$ cat src/rtl/conv_result_streamer_if.sv
// Handshake and data bundle between the conv engine, the result streamer and
// the downstream serial consumer. "master" is the streamer side, "slave" is
// the engine/consumer side that drives done/result_data/m_ready.
interface conv_result_streamer_if #(
  parameter int N_RESULTS = 30,
  parameter int IN_W      = 18,
  parameter int OUT_W     = 8
);
  localparam int IDX_W = $clog2(N_RESULTS);

  logic                           done_signal;
  logic [N_RESULTS-1:0][IN_W-1:0] result_data;
  logic                           m_valid;
  logic                           m_ready;
  logic signed [OUT_W-1:0]        m_data;
  logic [IDX_W-1:0]               m_index;
  logic                           m_last;
  logic                           busy;
  logic                           overrun;
  logic [15:0]                    frame_count;

  modport master (
    input  done_signal, result_data, m_ready,
    output m_valid, m_data, m_index, m_last, busy, overrun, frame_count
  );

  modport slave (
    output done_signal, result_data, m_ready,
    input  m_valid, m_data, m_index, m_last, busy, overrun, frame_count
  );
endinterface

$ cat src/rtl/conv_result_streamer.sv
// Snapshots a row of conv results on done_signal and streams them out one
// quantized sample per handshake (shift, then saturate to OUT_W signed).
// Optional macro RESULT_RELU_EN clamps negative results to zero before quantizing.
module conv_result_streamer #(
  parameter int N_RESULTS = 30,
  parameter int IN_W      = 18,
  parameter int OUT_W     = 8,
  parameter int SHIFT     = 2
) (
  input  logic                   clk,
  input  logic                   rst,
  conv_result_streamer_if.master bus
);
  localparam int IDX_W = $clog2(N_RESULTS);
  localparam logic [IDX_W-1:0] LAST_IDX = IDX_W'(N_RESULTS - 1);
  localparam logic signed [IN_W-1:0] QMAX = IN_W'((2 ** (OUT_W - 1)) - 1);
  localparam logic signed [IN_W-1:0] QMIN = IN_W'(-(2 ** (OUT_W - 1)));

  typedef enum logic {IDLE, STREAM} state_t;

  state_t                         state;
  logic [N_RESULTS-1:0][IN_W-1:0] buffer;
  logic [IDX_W-1:0]               idx;
  logic                           overrun_q;
  logic [15:0]                    frame_cnt;

  logic valid;
  logic last;
  logic xfer;
  logic last_xfer;
  logic capture;

  // Quantizer: optional ReLU, arithmetic shift (floor), then clamp to OUT_W.
  function automatic logic signed [OUT_W-1:0] quant(input logic signed [IN_W-1:0] x);
    logic signed [IN_W-1:0] v;
    logic signed [IN_W-1:0] s;
    v = x;
`ifdef RESULT_RELU_EN
    if (x[IN_W-1]) v = '0;
`else
    v = x;
`endif
    s = v >>> SHIFT;
    if (s > QMAX)      quant = QMAX[OUT_W-1:0];
    else if (s < QMIN) quant = QMIN[OUT_W-1:0];
    else               quant = s[OUT_W-1:0];
  endfunction

  assign valid     = (state == STREAM);
  assign last      = valid && (idx == LAST_IDX);
  assign xfer      = valid && bus.m_ready;
  assign last_xfer = xfer && last;
  // A new row is only accepted when the buffer is free now or frees this edge.
  assign capture   = bus.done_signal && ((state == IDLE) || last_xfer);

  // Stream FSM: capture, index advance, row completion, overrun detection.
  always_ff @(posedge clk) begin
    if (rst) begin
      state     <= IDLE;
      buffer    <= '0;
      idx       <= '0;
      overrun_q <= 1'b0;
      frame_cnt <= '0;
    end else begin
      overrun_q <= bus.done_signal && (state == STREAM) && !last_xfer;
      if (last_xfer) frame_cnt <= frame_cnt + 16'd1;
      if (capture) begin
        buffer <= bus.result_data;
        idx    <= '0;
        state  <= STREAM;
      end else if (last_xfer) begin
        idx   <= '0;
        state <= IDLE;
      end else if (xfer) begin
        idx <= idx + IDX_W'(1);
      end
    end
  end

  assign bus.m_valid     = valid;
  assign bus.busy        = valid;
  assign bus.m_last      = last;
  assign bus.m_index     = idx;
  assign bus.m_data      = quant($signed(buffer[idx]));
  assign bus.overrun     = overrun_q;
  assign bus.frame_count = frame_cnt;
endmodule

$ cat src/flat_wrapper.sv
// flat-port wrapper written by rule: the top's interface ports become plain ports
module conv_result_streamer_flat 
#(
  parameter int N_RESULTS = 30,
  parameter int IN_W      = 18,
  parameter int OUT_W     = 8,
  parameter int SHIFT     = 2
)
  (clk, rst, bus_done_signal, bus_result_data, bus_m_ready, bus_m_valid, bus_m_data, bus_m_index, bus_m_last, bus_busy, bus_overrun, bus_frame_count);
  conv_result_streamer_if #(.N_RESULTS(N_RESULTS), .IN_W(IN_W), .OUT_W(OUT_W)) bus_i ();
  input  logic clk;
  input  logic rst;
  input wire logic [$bits(bus_i.done_signal)-1:0] bus_done_signal;
  input wire logic [$bits(bus_i.result_data)-1:0] bus_result_data;
  input wire logic [$bits(bus_i.m_ready)-1:0] bus_m_ready;
  output wire logic [$bits(bus_i.m_valid)-1:0] bus_m_valid;
  output wire logic [$bits(bus_i.m_data)-1:0] bus_m_data;
  output wire logic [$bits(bus_i.m_index)-1:0] bus_m_index;
  output wire logic [$bits(bus_i.m_last)-1:0] bus_m_last;
  output wire logic [$bits(bus_i.busy)-1:0] bus_busy;
  output wire logic [$bits(bus_i.overrun)-1:0] bus_overrun;
  output wire logic [$bits(bus_i.frame_count)-1:0] bus_frame_count;
  assign bus_i.done_signal = bus_done_signal;
  assign bus_i.result_data = bus_result_data;
  assign bus_i.m_ready = bus_m_ready;
  assign bus_m_valid = bus_i.m_valid;
  assign bus_m_data = bus_i.m_data;
  assign bus_m_index = bus_i.m_index;
  assign bus_m_last = bus_i.m_last;
  assign bus_busy = bus_i.busy;
  assign bus_overrun = bus_i.overrun;
  assign bus_frame_count = bus_i.frame_count;
  conv_result_streamer #(.N_RESULTS(N_RESULTS), .IN_W(IN_W), .OUT_W(OUT_W), .SHIFT(SHIFT)) u_core (.clk(clk), .rst(rst), .bus(bus_i));
endmodule
$ cat config.mk
export PLATFORM = sky130hd
export DESIGN_NAME = conv_result_streamer_flat
export DESIGN_NICKNAME = d
export VERILOG_FILES = /design/src/rtl/conv_result_streamer_if.sv /design/src/rtl/conv_result_streamer.sv /design/src/flat_wrapper.sv
export SDC_FILE = /design/constraint.sdc
export NUM_CORES = 1
export LEC_CHECK = 0
export BUFFER_PORTS_ARGS = -buffer_cell sky130_fd_sc_hd__buf_4
export CORE_AREA = 5 5 238 240
export CTS_CLUSTER_SIZE = 12
export DETAILED_ROUTE_END_ITERATION = 10
export DIE_AREA = 0 0 243 245
export SLEW_MARGIN = 20
export SYNTH_ARGS = -nofsm -noshare
export SYNTH_HDL_FRONTEND = slang
export SYNTH_SLANG_ARGS = --single-unit
$ cat constraint.sdc
create_clock -name clk -period 5.1 [get_ports clk]
set_clock_uncertainty 0.2 [all_clocks]
set_input_delay 1.53 -clock clk [delete_from_list [all_inputs] [get_ports clk]]
set_output_delay 1.53 -clock clk [all_outputs]
set_load 0.05 [all_outputs]
# After elaboration in Yosys (flattened, before gate mapping)
# Index checks and enable logic that the tools add are counted.
# word_totals
register_bits	563
input_bits	544
# classes
bitwise	1
order_cmp	3
n_addsub	2
muxes	6
n_reduce_logical	10
eq_ne	1
# op_table
operator	n
$bmux W18 S5	1
$mux W18	1
$add A16 B1 Y16 const B	1
$gt A16 B8 Y1 const B	1
$lt A16 B8 Y1 const B	1
$mux W8	2
$logic_and A1 B1 Y1	6
$lt A5 B6 Y1 const B	1
$add A5 B1 Y5 const B	1
$eq A5 B5 Y1 const B	1
$reduce_or A3 Y1	1
$mux W1	2
$reduce_bool A2 Y1	1
$logic_not A1 Y1	1
$logic_or A1 B1 Y1	1
$not A1 Y1	1

# Depth between registers and ports, before layout
# logic_depth
ltp_word	6
mapped_depth	13
depth_no_buf	9

# Worst setup path after synthesis
# No wires, ideal clock.
# synth_path
path_type	register -> output
from	register u_core.idx[0] (netlist: u_core.bus.m_index[0])
to	output bus_m_data[0]
stages_incl_launch_ff	10
t_arrival_ps	3061
required_time_ps	3370
slack_ps	309
path_cell_list	dfxtp_1 -> buf_6 -> buf_12 -> mux4_1 -> mux2i_1 -> nor2_1 -> a2111oi_4 -> a21o_4 -> a21oi_2 -> o21bai_1
# synth_via
elab_chain_cells	5
# synth_lines
item	line	text
from (decl)	conv_result_streamer.sv:23	logic [IDX_W-1:0] idx;
from (signal assigned)	conv_result_streamer.sv:75	idx <= idx + IDX_W'(1);
$bmux W18 S5 (*)	conv_result_streamer.sv:84	assign bus.m_data = quant($signed(buffer[idx]));
$mux W18 (implied by the code) (*)	conv_result_streamer.sv:84	
$lt A16 B8 Y1	conv_result_streamer.sv:45	else if (s < QMIN) quant = QMIN[OUT_W-1:0];
$mux W8	conv_result_streamer.sv:45	
$mux W8 (*)	conv_result_streamer.sv:44	if (s > QMAX) quant = QMAX[OUT_W-1:0];
to (decl)	flat_wrapper.sv:17	output wire logic [$bits(bus_i.m_data)-1:0] bus_m_data;
# Mark *: on every way between the ends. The rest lies on a longest branch, timed or not. The select of a mux whose other input is x is not followed.

# Worst setup path in the final report
# Same ends and word-level chain as after synthesis.

==> out/results.md <==
| Step | Quantity | Reported |
| --- | --- | --- |
| run status | Status | complete, no violations |
| grt | Via count of the first global-routing pass | 19284 |
| power | Worst supply voltage drop on vdd | 0.2153 mV |
| power | Cell area power density | 334.5 mW/mm^2 |
| detailed routing | Routed via count | 19460 |
| finish | Layout cells sized above 1 | 26.13% |
| finish | Final core occ | 51.09% |
| yosys | Netlist area before placement | 0.02143 mm^2 |
| setup path | Critical path arrival | 3.28 ns |
| power | Static leakage | 10.85 nW |
| detailed routing | Total routed wirelength | 78040 um |
| finish | Finished Layout Cells | 3714 |
| detailed routing | Remaining antenna violation count after routing | 0 |
| grt | First-pass GRT wire length | 114500 um |
| setup path | Cell depth of the worst flop-to-flop path | 10 |
| sta | Tcrit/Tclk final | 98.27% |
| setup path | Capturing instance or port of the critical path | bus_m_data[0] |
| finish | Fin area | 0.02782 mm^2 |
| detailed routing | Router iterations before antenna repair | 7 |
| detailed routing | Average via count per standard cell | 5.240 |
| placed design | Final HPWL DP | 58600 um |
| clock network | Root Buffer Master | sky130_fd_sc_hd__clkbuf_16 |
| clock network | Maximum buffer depth of the clock tree | 3 |
| finish | Commonest non-fill, non-tap cells in the layout | sky130_fd_sc_hd__nand2_1 (991), sky130_fd_sc_hd__buf_4 (540), sky130_fd_sc_hd__dfxtp_1 (499) |
| yosys | Main synth FF type | sky130_fd_sc_hd__dfxtp_1 |
| setup path | R2R Path End | u_core.buffer[454] |
| yosys | Most area-hungry cell type in the Yosys netlist | sky130_fd_sc_hd__dfxtp_1 |
| setup path | Master of the slowest instance on the critical path | sky130_fd_sc_hd__mux4_2 |
| floorplanning | Ports placed on the boundary | 577 |
| finish | Commonest non-fill, non-tap cell in the layout | sky130_fd_sc_hd__nand2_1 |
| sta | Highest Clock Rate | 199.5 MHz |
| sta | Hold slack final | 0.2520 ns |
| grt | Pin count of the biggest net entering global routing | 139 |
| clock network | Number of clock sinks seen by CTS | 503 |
| floorplanning | CORE AREA | 0.05445 mm^2 |
| setup path | Critical path cell sequence | buf_12 -> buf_4 -> buf_4 -> mux4_2 -> mux2i_1 -> o21ai_0 -> mux2i_1 -> o21bai_4 -> buf_8 |
| finish | Area grow syn2layout | 29.77% |
| setup path | Beginning of the critical path | u_core.bus.m_index[0] |
| floorplanning | Cell Rows | 86 |
| grt | Global routing usage summed across all routing layers | 24.95% |
| yosys | Leading post-synthesis cells by cell area | sky130_fd_sc_hd__dfxtp_1 (47%), sky130_fd_sc_hd__nand2_1 (17%), sky130_fd_sc_hd__a21oi_1 (12%), sky130_fd_sc_hd__mux4_2 (9.7%), sky130_fd_sc_hd__mux2i_1 (3.0%) |
| grt | Number of antenna violations at the first check in global routing | 21 |
| setup path | Worst flop-to-flop path startpoint | u_core.bus.m_index[0] |
| yosys | Register area share after synthesis | 46.98% |
| floorplanning | Initial Util | 39.37% |
| job | # Max-Cap Violations | 0 |
| detailed routing | Per-cell routed wire length | 21.01 um |
| clock network | Clock latency of the later-clocked register in the worst-skew pair | 0.58 ns |
| yosys | Mean post-synth cell area | 8.432 um^2 |
| yosys | Number of enable-type register cells in the synthesized netlist | 0 |
| setup path | Peak fanout along the critical path | 8 |
| placed design | Inst Count DP | 3603 |
| worst hold path | Class of the tightest hold or removal check | register to register |
| detailed routing | DRC errors left | 0 |
| floorplanning | Total Die Area | 0.05954 mm^2 |
| yosys | Synth warn | 0 |
| setup path | Worst-case register-to-register setup slack | 1.76 ns |
| detailed routing | DRT iter0 DRCs | 1383 |
| yosys | Yosys top cell area share | 46.98% |
| sta | Number of failing hold endpoints at the final stage | 0 |
| clock network | Clock-pin slew of the registers on the worst-case setup and hold paths | 0.06 ns |
| grt | Overflow left after global routing | 0 |
| setup path | Slowest stage delay, CP | 0.58 ns |
| yosys | Synthesized netlist cell count | 2542 |
| sta | Final Critical Period | 5.012 ns |
| placed design | RePlAce Congestion | 0.8719 |
| floorplanning | Floorplan die height | 245 um |
| setup path | Type of origin of the critical path | register |
| sta | Measured slew at the worst slew-check pin | 0.9073 ns |
| setup path | Type of destination of the critical path | primary output |
| placed design | Area after DPL | 0.02581 mm^2 |
| clock network | TritonCTS clock tree | yes |
| yosys | Cell variety after synth | 48 |
| clock network | CTS Buf Count | 52 |
| finish | # nets final | 3509 |
| yosys | Async S/R FF share, synth | 0% |
| yosys | Syn Nets | 3089 |
| sta | Final number of max-transition violations | 0 |
| sta | Worst slew margin relative to its limit | 39.52% |
| clock network | Count of H-tree levels built during CTS | 2 |
| floorplanning | Die width | 243 um |
| setup path | Crit path required time | 3.37 ns |
| setup path | Category of the most critical setup path | register to primary output |
| yosys | Flops & latches, synth | 503 |
| placed design | Number of buffer cells added on primary ports | 516 |
| sta | Final setup vio count | 0 |
## cell families after synthesis
group / synth area share (%)
AND/OR/NAND/NOR: 18.93
flip-flops: 46.98
AO/OA/AOI/OAI: 14.24
adder cells (fa/ha/maj): 0.1751
buffers and inverters: 4.868
XOR/XNOR: 0.6946
multiplexers: 14.11
## flip-flops by register name (all words and copies together), names as in the netlist
signal                  cells
u_core.buffer             480
u_core.bus.frame_count     16
u_core.bus.m_index          5
u_core.bus.busy             1
u_core.bus.overrun          1
## cell usage after synthesis, types with 2 or more instances
| library cell | number |
|---|---|
| sky130_fd_sc_hd__nor4_1 | 2 |
| sky130_fd_sc_hd__and2_1 | 2 |
| sky130_fd_sc_hd__o21ai_1 | 2 |
| sky130_fd_sc_hd__inv_1 | 9 |
| sky130_fd_sc_hd__xnor2_1 | 4 |
| sky130_fd_sc_hd__nor2b_1 | 3 |
| sky130_fd_sc_hd__o211ai_1 | 8 |
| sky130_fd_sc_hd__buf_4 | 8 |
| sky130_fd_sc_hd__o22ai_1 | 20 |
| sky130_fd_sc_hd__o21ai_0 | 16 |
| sky130_fd_sc_hd__ha_1 | 3 |
| sky130_fd_sc_hd__mux2_2 | 9 |
| sky130_fd_sc_hd__mux4_2 | 92 |
| sky130_fd_sc_hd__a221oi_1 | 4 |
| sky130_fd_sc_hd__nand3_1 | 2 |
| sky130_fd_sc_hd__a21oi_1 | 493 |
| sky130_fd_sc_hd__buf_12 | 2 |
| sky130_fd_sc_hd__mux2i_1 | 64 |
| sky130_fd_sc_hd__xor2_1 | 13 |
| sky130_fd_sc_hd__buf_2 | 43 |
| sky130_fd_sc_hd__mux4_1 | 8 |
| sky130_fd_sc_hd__o21bai_1 | 7 |
| sky130_fd_sc_hd__nor3_1 | 2 |
| sky130_fd_sc_hd__a22oi_1 | 4 |
| sky130_fd_sc_hd__a211oi_1 | 9 |
| sky130_fd_sc_hd__nand4_1 | 9 |
| sky130_fd_sc_hd__nand2_1 | 992 |
| sky130_fd_sc_hd__buf_6 | 12 |
| sky130_fd_sc_hd__buf_1 | 6 |
| sky130_fd_sc_hd__or3_1 | 2 |
| sky130_fd_sc_hd__dfxtp_1 | 503 |
| sky130_fd_sc_hd__clkbuf_1 | 134 |
| sky130_fd_sc_hd__nor2_1 | 32 |
| sky130_fd_sc_hd__and3_1 | 5 |
| sky130_fd_sc_hd__a22o_1 | 4 |
| sky130_fd_sc_hd__buf_8 | 2 |
## stage by stage
stage / setup TNS [ns] / setup WS, ns / power, mW
2_1_floorplan: 0 / 0.3094 / 5.006
3_3_place_gp: 0 / 0.2482 / 5.598
3_5_place_dp: 0 / 0.2733 / 5.624
4_1_cts: 0 / 0.01279 / 9.349
5_1_grt: -0.03096 / -0.02578 / 9.673
6_report: 0 / 0.08809 / 9.303
## worst max-delay path: cells and delay by family, from the launching register on
family / cells / cell delay [ns]
compound gates: 2 / 0.35
buf+inv: 4 / 0.72
flops: 1 / 0.45
mux: 3 / 1.17
## power by group
part / internal (mW) / leakage, nW / switching, mW
sequential: 4.15 / 4.13 / 0.116
clock: 2.17 / 0.815 / 1.53
combinational: 0.615 / 5.90 / 0.719
total: 6.93 / 10.8 / 2.37
## routing by layer
metal / global-route usage [%] / vias up / wire [um]
li1: - / 9398 / -
met1: 32.56 / 9292 / 32620
met2: 41.00 / 628 / 37740
met3: 5.020 / 134 / 5069
met4: 9.796 / 8 / 2546
met5: 0 / - / 65
## cell type report
class | count | area, um^2
timing repair buffer | 573 | 4632
multi-input combinational | 1822 | 10500
inverter | 10 | 37.54
antenna | 14 | 35.03
fill | 5135 | 26630
clock buffer | 83 | 1599
sequential | 503 | 10080
clock inverter | 5 | 50.05
tap | 704 | 880.8
## worst min path at each step
| stage | startpoint | end | depth (start not counted) |
|---|---|---|---|
| CTS | u_core.buffer[35] | u_core.buffer[35] | 2 |
| finish | u_core.buffer[330] | u_core.buffer[330] | 2 |
| detailed placement | u_core.buffer[35] | u_core.buffer[35] | 2 |
| global placement | u_core.buffer[174] | u_core.buffer[174] | 2 |
| floorplan | u_core.buffer[174] | u_core.buffer[174] | 2 |
| global route | u_core.buffer[330] | u_core.buffer[330] | 2 |
## what timing repair did
item | CTS | global route
setup buffers | 9 | 0
gates resized for setup | 26 | 22
pin swaps | 1 | 5
hold buffers | 0 | 0
setup endpoints to repair | 7 | 7
(Power assumes the default switching activity.)
